===== src/rtl/fetch_unit.sv =====
// Instruction fetch stage: owns the PC, assembles 1- or 2-byte instructions plus an optional
// data operand over an 8-bit read handshake, and holds them for the decoder until retired.
`timescale 1ns/1ps
module fetch_unit #(
  parameter logic [15:0] RESET_PC = 16'h0000
) (
  input  logic        clk,
  input  logic        rst_n,
  output logic        mem_rd,
  output logic [15:0] mem_addr,
  input  logic [7:0]  mem_data,
  input  logic        mem_ack,
  input  logic [15:0] dp,
  input  logic        exec_done,
  input  logic        pc_load,
  input  logic [15:0] pc_target,
  input  logic        halt,
  output logic [15:0] inst,
  output logic [7:0]  data,
  output logic        inst_valid,
  output logic [15:0] inst_pc,
  output logic [15:0] pc,
  output logic        halted
);

  typedef enum logic [2:0] {
    StFetchHi,
    StFetchLo,
    StFetchData,
    StReady,
    StHalted
  } state_e;

  state_e      state_q, state_d;
  logic [15:0] pc_q, pc_d;
  logic [15:0] inst_pc_q, inst_pc_d;
  logic [15:0] inst_q, inst_d;
  logic [7:0]  data_q, data_d;
  logic        fetching;
  logic        data_mode;

  assign fetching = (state_q == StFetchHi) || (state_q == StFetchLo) ||
                    (state_q == StFetchData);

  // Operand-from-data mode is encoded entirely in the opcode (high) byte.
  assign data_mode = (inst_q[15:14] == 2'b10) && (inst_q[10:9] == 2'b01);

  always_comb begin
    state_d   = state_q;
    pc_d      = pc_q;
    inst_pc_d = inst_pc_q;
    inst_d    = inst_q;
    data_d    = data_q;
    unique case (state_q)
      StFetchHi: begin
        if (mem_ack) begin
          inst_d    = {mem_data, 8'h00};
          data_d    = 8'h00;
          inst_pc_d = pc_q;
          pc_d      = pc_q + 16'd1;
          state_d   = mem_data[7] ? StFetchLo : StReady;
        end
      end
      StFetchLo: begin
        if (mem_ack) begin
          inst_d[7:0] = mem_data;
          pc_d        = pc_q + 16'd1;
          state_d     = data_mode ? StFetchData : StReady;
        end
      end
      StFetchData: begin
        if (mem_ack) begin
          data_d  = mem_data;
          state_d = StReady;
        end
      end
      StReady: begin
        if (exec_done) begin
          if (halt) begin
            state_d = StHalted;
          end else begin
            if (pc_load) pc_d = pc_target;
            state_d = StFetchHi;
          end
        end
      end
      StHalted: begin
        state_d = StHalted;
      end
      default: begin
        state_d = StFetchHi;
      end
    endcase
  end

  always_ff @(posedge clk or negedge rst_n) begin
    if (!rst_n) begin
      state_q   <= StFetchHi;
      pc_q      <= RESET_PC;
      inst_pc_q <= RESET_PC;
      inst_q    <= 16'h0000;
      data_q    <= 8'h00;
    end else begin
      state_q   <= state_d;
      pc_q      <= pc_d;
      inst_pc_q <= inst_pc_d;
      inst_q    <= inst_d;
      data_q    <= data_d;
    end
  end

  // Reset forces the state to StFetchHi, so the request is also gated by rst_n.
  assign mem_rd     = fetching && rst_n;
  assign mem_addr   = (state_q == StFetchData) ? (dp + {8'h00, inst_q[7:0]}) : pc_q;
  assign inst       = inst_q;
  assign data       = data_q;
  assign inst_valid = (state_q == StReady);
  assign inst_pc    = inst_pc_q;
  assign pc         = pc_q;
  assign halted     = (state_q == StHalted);

endmodule


===== config.mk =====
export PLATFORM = sky130hd
export DESIGN_NAME = fetch_unit
export DESIGN_NICKNAME = d
export VERILOG_FILES = /design/src/rtl/fetch_unit.sv
export SDC_FILE = /design/constraint.sdc
export NUM_CORES = 1
export LEC_CHECK = 0
export CAP_MARGIN = 20
export CORE_ASPECT_RATIO = 0.5
export CORE_MARGIN = 5
export CORE_UTILIZATION = 47
export CTS_BUF_LIST = sky130_fd_sc_hd__clkbuf_4 sky130_fd_sc_hd__clkbuf_8
export CTS_CLUSTER_SIZE = 8
export DETAILED_ROUTE_END_ITERATION = 8
export PLACE_DENSITY = 0.81
export SETUP_SLACK_MARGIN = 0.3
export SYNTH_ARGS = -nofsm -noshare
export SYNTH_HDL_FRONTEND = slang
export SYNTH_SLANG_ARGS = --single-unit

===== constraint.sdc =====
create_clock -name clk -period 5.2 [get_ports clk]
set_input_delay 1.56 -clock clk [delete_from_list [all_inputs] [get_ports clk]]
set_output_delay 1.56 -clock clk [all_outputs]
set_load 0.01 [all_outputs]

==> impl_metrics.env <==
export IMPL_mappedNetlistNets=413
export IMPL_hold_start="data[5]"
export IMPL_route_met2_wl_um=5260
export IMPL_synth_seq_cells=59
export IMPL_cts_sinks=59
export IMPL_p_per_area_nw_per_um2=608
export IMPL_die_w_um=129
export IMPL_antenna_found_initial=0
export IMPL_dr_wl_met3_um=579
export IMPL_cpPeakStageDelay_ns=0.57
export IMPL_worstPathMaxFanout=4
export IMPL_fill_cells=502
export IMPL_worst_r2r_endpoint="pc[9]"
export IMPL_start_kind="input pin"
export IMPL_gp_congestion=0.850
export IMPL_synth_edf_count=0
export IMPL_clk_latency_ns=0.34
export IMPL_cts_max_path_buffers=2
export IMPL_r2r_cells=6
export IMPL_synth_xor_area_share_pct=3.17
export IMPL_syn_to_final_growth_pct=50.6
export IMPL_numCtsBuffers=9
export IMPL_fin_skew_ns=0.00506
export IMPL_period_share_pct=92.5
export IMPL_cp_cell_sequence="clkbuf_2, ha_1, a21o_1, a21oi_2, or4b_4, a21boi_2, xnor2_1, o21ai_1, buf_2"
export IMPL_ir_drop_uv=277
export IMPL_worstMarginPinSlew_ns=0.739
export IMPL_hold_violations=0
export IMPL_hp_class="reg -> reg"
export IMPL_final_common_cell="clkdlybuf4s50_1"
export IMPL_synth_simple_gate_area_share_pct=20.1
export IMPL_drive_above_1_share_pct=21.5
export IMPL_clockRootBuffer="clkbuf_8"
export IMPL_top_layer_used="met4"
export IMPL_synth_compound_area_share_pct=14.9
export IMPL_io_buffers=120
export IMPL_ys_types=50
export IMPL_crit_arrival_ns=3.25
export IMPL_r2r_setup_slack_ns=2.60
export IMPL_maxCapViolations=0
export IMPL_initial_utilization_pct=49.0
export IMPL_die_area_um2=8950
export IMPL_synth_top_family_by_area="simple AND/OR/NAND/NOR gates"
export IMPL_grt_pass1_wl_um=16900
export IMPL_routedWlPerCell_um=17.5
export IMPL_critPathRequiredTime_ns=3.64
export IMPL_layout_common_cells="97 x clkdlybuf4s50_1, 72 x nand2_1, 59 x dfrtp_1"
export IMPL_antenna_cells=0
export IMPL_syn_area_um2=3320
export IMPL_cts_tree="done"
export IMPL_end_kind="primary output"
export IMPL_route_detailed_drc=0
export IMPL_crit_slowest_cell="or4b_4"
export IMPL_grt_max_degree=60
export IMPL_final_cells=594
export IMPL_max_freq_mhz=208
export IMPL_clk_transition_reported_paths_ns=0.06
export IMPL_vias_per_cell=5.52
export IMPL_finalCriticalPeriod_ns=4.81
export IMPL_finalNetCount=554
export IMPL_synth_seq_area_share_pct=44.5
export IMPL_hold_depth=2
export IMPL_netlist_instances=357
export IMPL_slew_violations=0
export IMPL_placed_cells=574
export IMPL_yosys_warnings=0
export IMPL_ys_flop_type="dfrtp_1"
export IMPL_synth_fa_ha_area_share_pct=4.00
export IMPL_core_region_area_um2=6780
export IMPL_rows=21
export IMPL_syn_avg_cell_area_um2=9.30
export IMPL_grt_overflow_total=0
export IMPL_rsz0062_at_grt="false"
export IMPL_dr_pass1_iters=5
export IMPL_crit_type="in -> out"
export IMPL_die_y_um=69.4
export IMPL_fin_setup_tns_ns=0
export IMPL_vias=3280
export IMPL_p_leak_nw=2.20
export IMPL_rr_startpoint="state_q[1]"
export IMPL_cts_hold_fix_buffers=0
export IMPL_max_slew_margin_pct=50.8
export IMPL_dp_hpwl_um=7510
export IMPL_async_flop_share_pct=100
export IMPL_status="completed"
export IMPL_holdPathEnd="data[5]"
export IMPL_met1_length_um=4290
export IMPL_antenna_left=0
export IMPL_cts_max_level=3
export IMPL_io_pins=121
export IMPL_finalSetupViolCount=0
export IMPL_grt_pass1_vias=3420
export IMPL_gr_usage_all_layers_pct=24.0
export IMPL_drt_wl_total_um=10400
export IMPL_drt_iter0_drc=322
export IMPL_synthMuxAreaShare_pct=10.9
[flip-flops by register name, indices dropped and copies added (netlist names)]
register	flops
state_q	3
pc	16
data	8
inst_pc	16
inst	16
[layer usage]
metal / vias up / global-route usage, %
li1: 1551 / -
met1: 1596 / 28.8
met2: 107 / 40.1
met3: 26 / 6.54
met4: 0 / 10.8
met5: - / 0
[how the worst max path moves through the flow]
| stage | start | end | slack [ns] | depth (start not counted) |
|---|---|---|---|---|
| 2_1_floorplan | dp[0] | mem_addr[10] | 0.51 | 8 |
| 3_3_place_gp | dp[0] | mem_addr[10] | -0.38 | 10 |
| 3_5_place_dp | dp[1] | mem_addr[15] | -0.45 | 9 |
| 4_1_cts | dp[0] | mem_addr[10] | 0.25 | 10 |
| 5_1_grt | dp[0] | mem_addr[14] | 0.29 | 10 |
| 6_report | dp[1] | mem_addr[9] | 0.39 | 9 |
[cells by family (layout without fill, tap and decap cells)]
kind of cell,Yosys count,count (layout)
AND/OR/NAND/NOR,142,142
XOR/XNOR,12,12
AO/OA/AOI/OAI,82,82
buffers and inverters,19,164
flip-flops,59,59
adder cells (fa/ha/maj),10,10
multiplexers,33,33
[stage by stage]
| step | instance area (um^2) | hold WS [ns] | utilization (%) | worst slack (ns) | power [mW] |
|---|---|---|---|---|---|
| finish | 5000 | 0.493 | 73.7 | 0.389 | 3.04 |
| global route | 5000 | 0.525 | 73.7 | 0.291 | 3.25 |
| CTS | 4970 | 0.500 | 73.3 | 0.253 | 3.01 |
| detailed placement | 4720 | 0.486 | 69.6 | -0.447 | 2.64 |
| global placement | 4720 | 0.464 | 69.6 | -0.384 | 2.60 |
| floorplan | 3320 | 0.499 | - | 0.510 | 1.72 |
[critical path, delay by kind of cell]
kind / cells / cell delay, ns
AND/OR/NAND/NOR: 1 / 0.57
XOR/XNOR: 1 / 0.14
adder cells (fa/ha/maj): 1 / 0.28
AO/OA/AOI/OAI: 4 / 0.44
buffers and inverters: 2 / 0.28
[layout make-up]
cell class | count | area, um^2 | area share (%)
Multi-Input combinational cell | 279 | 1900 | 38.0
Inverter | 2 | 7.51 | 0.150
Clock inverter | 3 | 15.0 | 0.300
Timing Repair Buffer | 147 | 1330 | 26.7
Tap cell | 92 | 115 | 2.30
Sequential cell | 59 | 1480 | 29.5
Clock buffer | 12 | 153 | 3.05
[where the power goes]
group | internal, mW | switching (mW)
Combinational | 0.920 | 0.822
Clock | 0.191 | 0.172
Sequential | 0.669 | 0.263
Total | 1.78 | 1.26
[what timing repair did]
item,CTS,global route
endpoints found under the setup margin,14,12
buffers inserted,3,2
pin swaps,19,13
gates resized for setup,81,12
[cell usage after synthesis, drive strengths merged (2+ instances only)]
cell type | count | area [um^2]
a21boi | 4 | 30.0
a21o | 3 | 22.5
a21oi | 24 | 120
a22oi | 4 | 30.0
a311oi | 2 | 17.5
a31oi | 5 | 31.3
a32o | 2 | 20.0
and3 | 10 | 62.6
buf | 6 | 37.5
clkbuf | 11 | 41.3
dfrtp | 59 | 1480
ha | 9 | 113
inv | 2 | 7.51
mux2 | 24 | 270
mux2i | 9 | 90.1
nand2 | 74 | 278
nand2b | 2 | 12.5
nand3 | 18 | 90.1
nand4 | 2 | 12.5
nor2 | 22 | 85.1
nor2b | 2 | 12.5
nor3 | 2 | 21.3
nor3b | 2 | 15.0
o21ai | 27 | 135
o22ai | 4 | 25.0
or2 | 2 | 12.5
xnor2 | 7 | 61.3
xor2 | 5 | 43.8
Power figures use the tool's default switching activity.
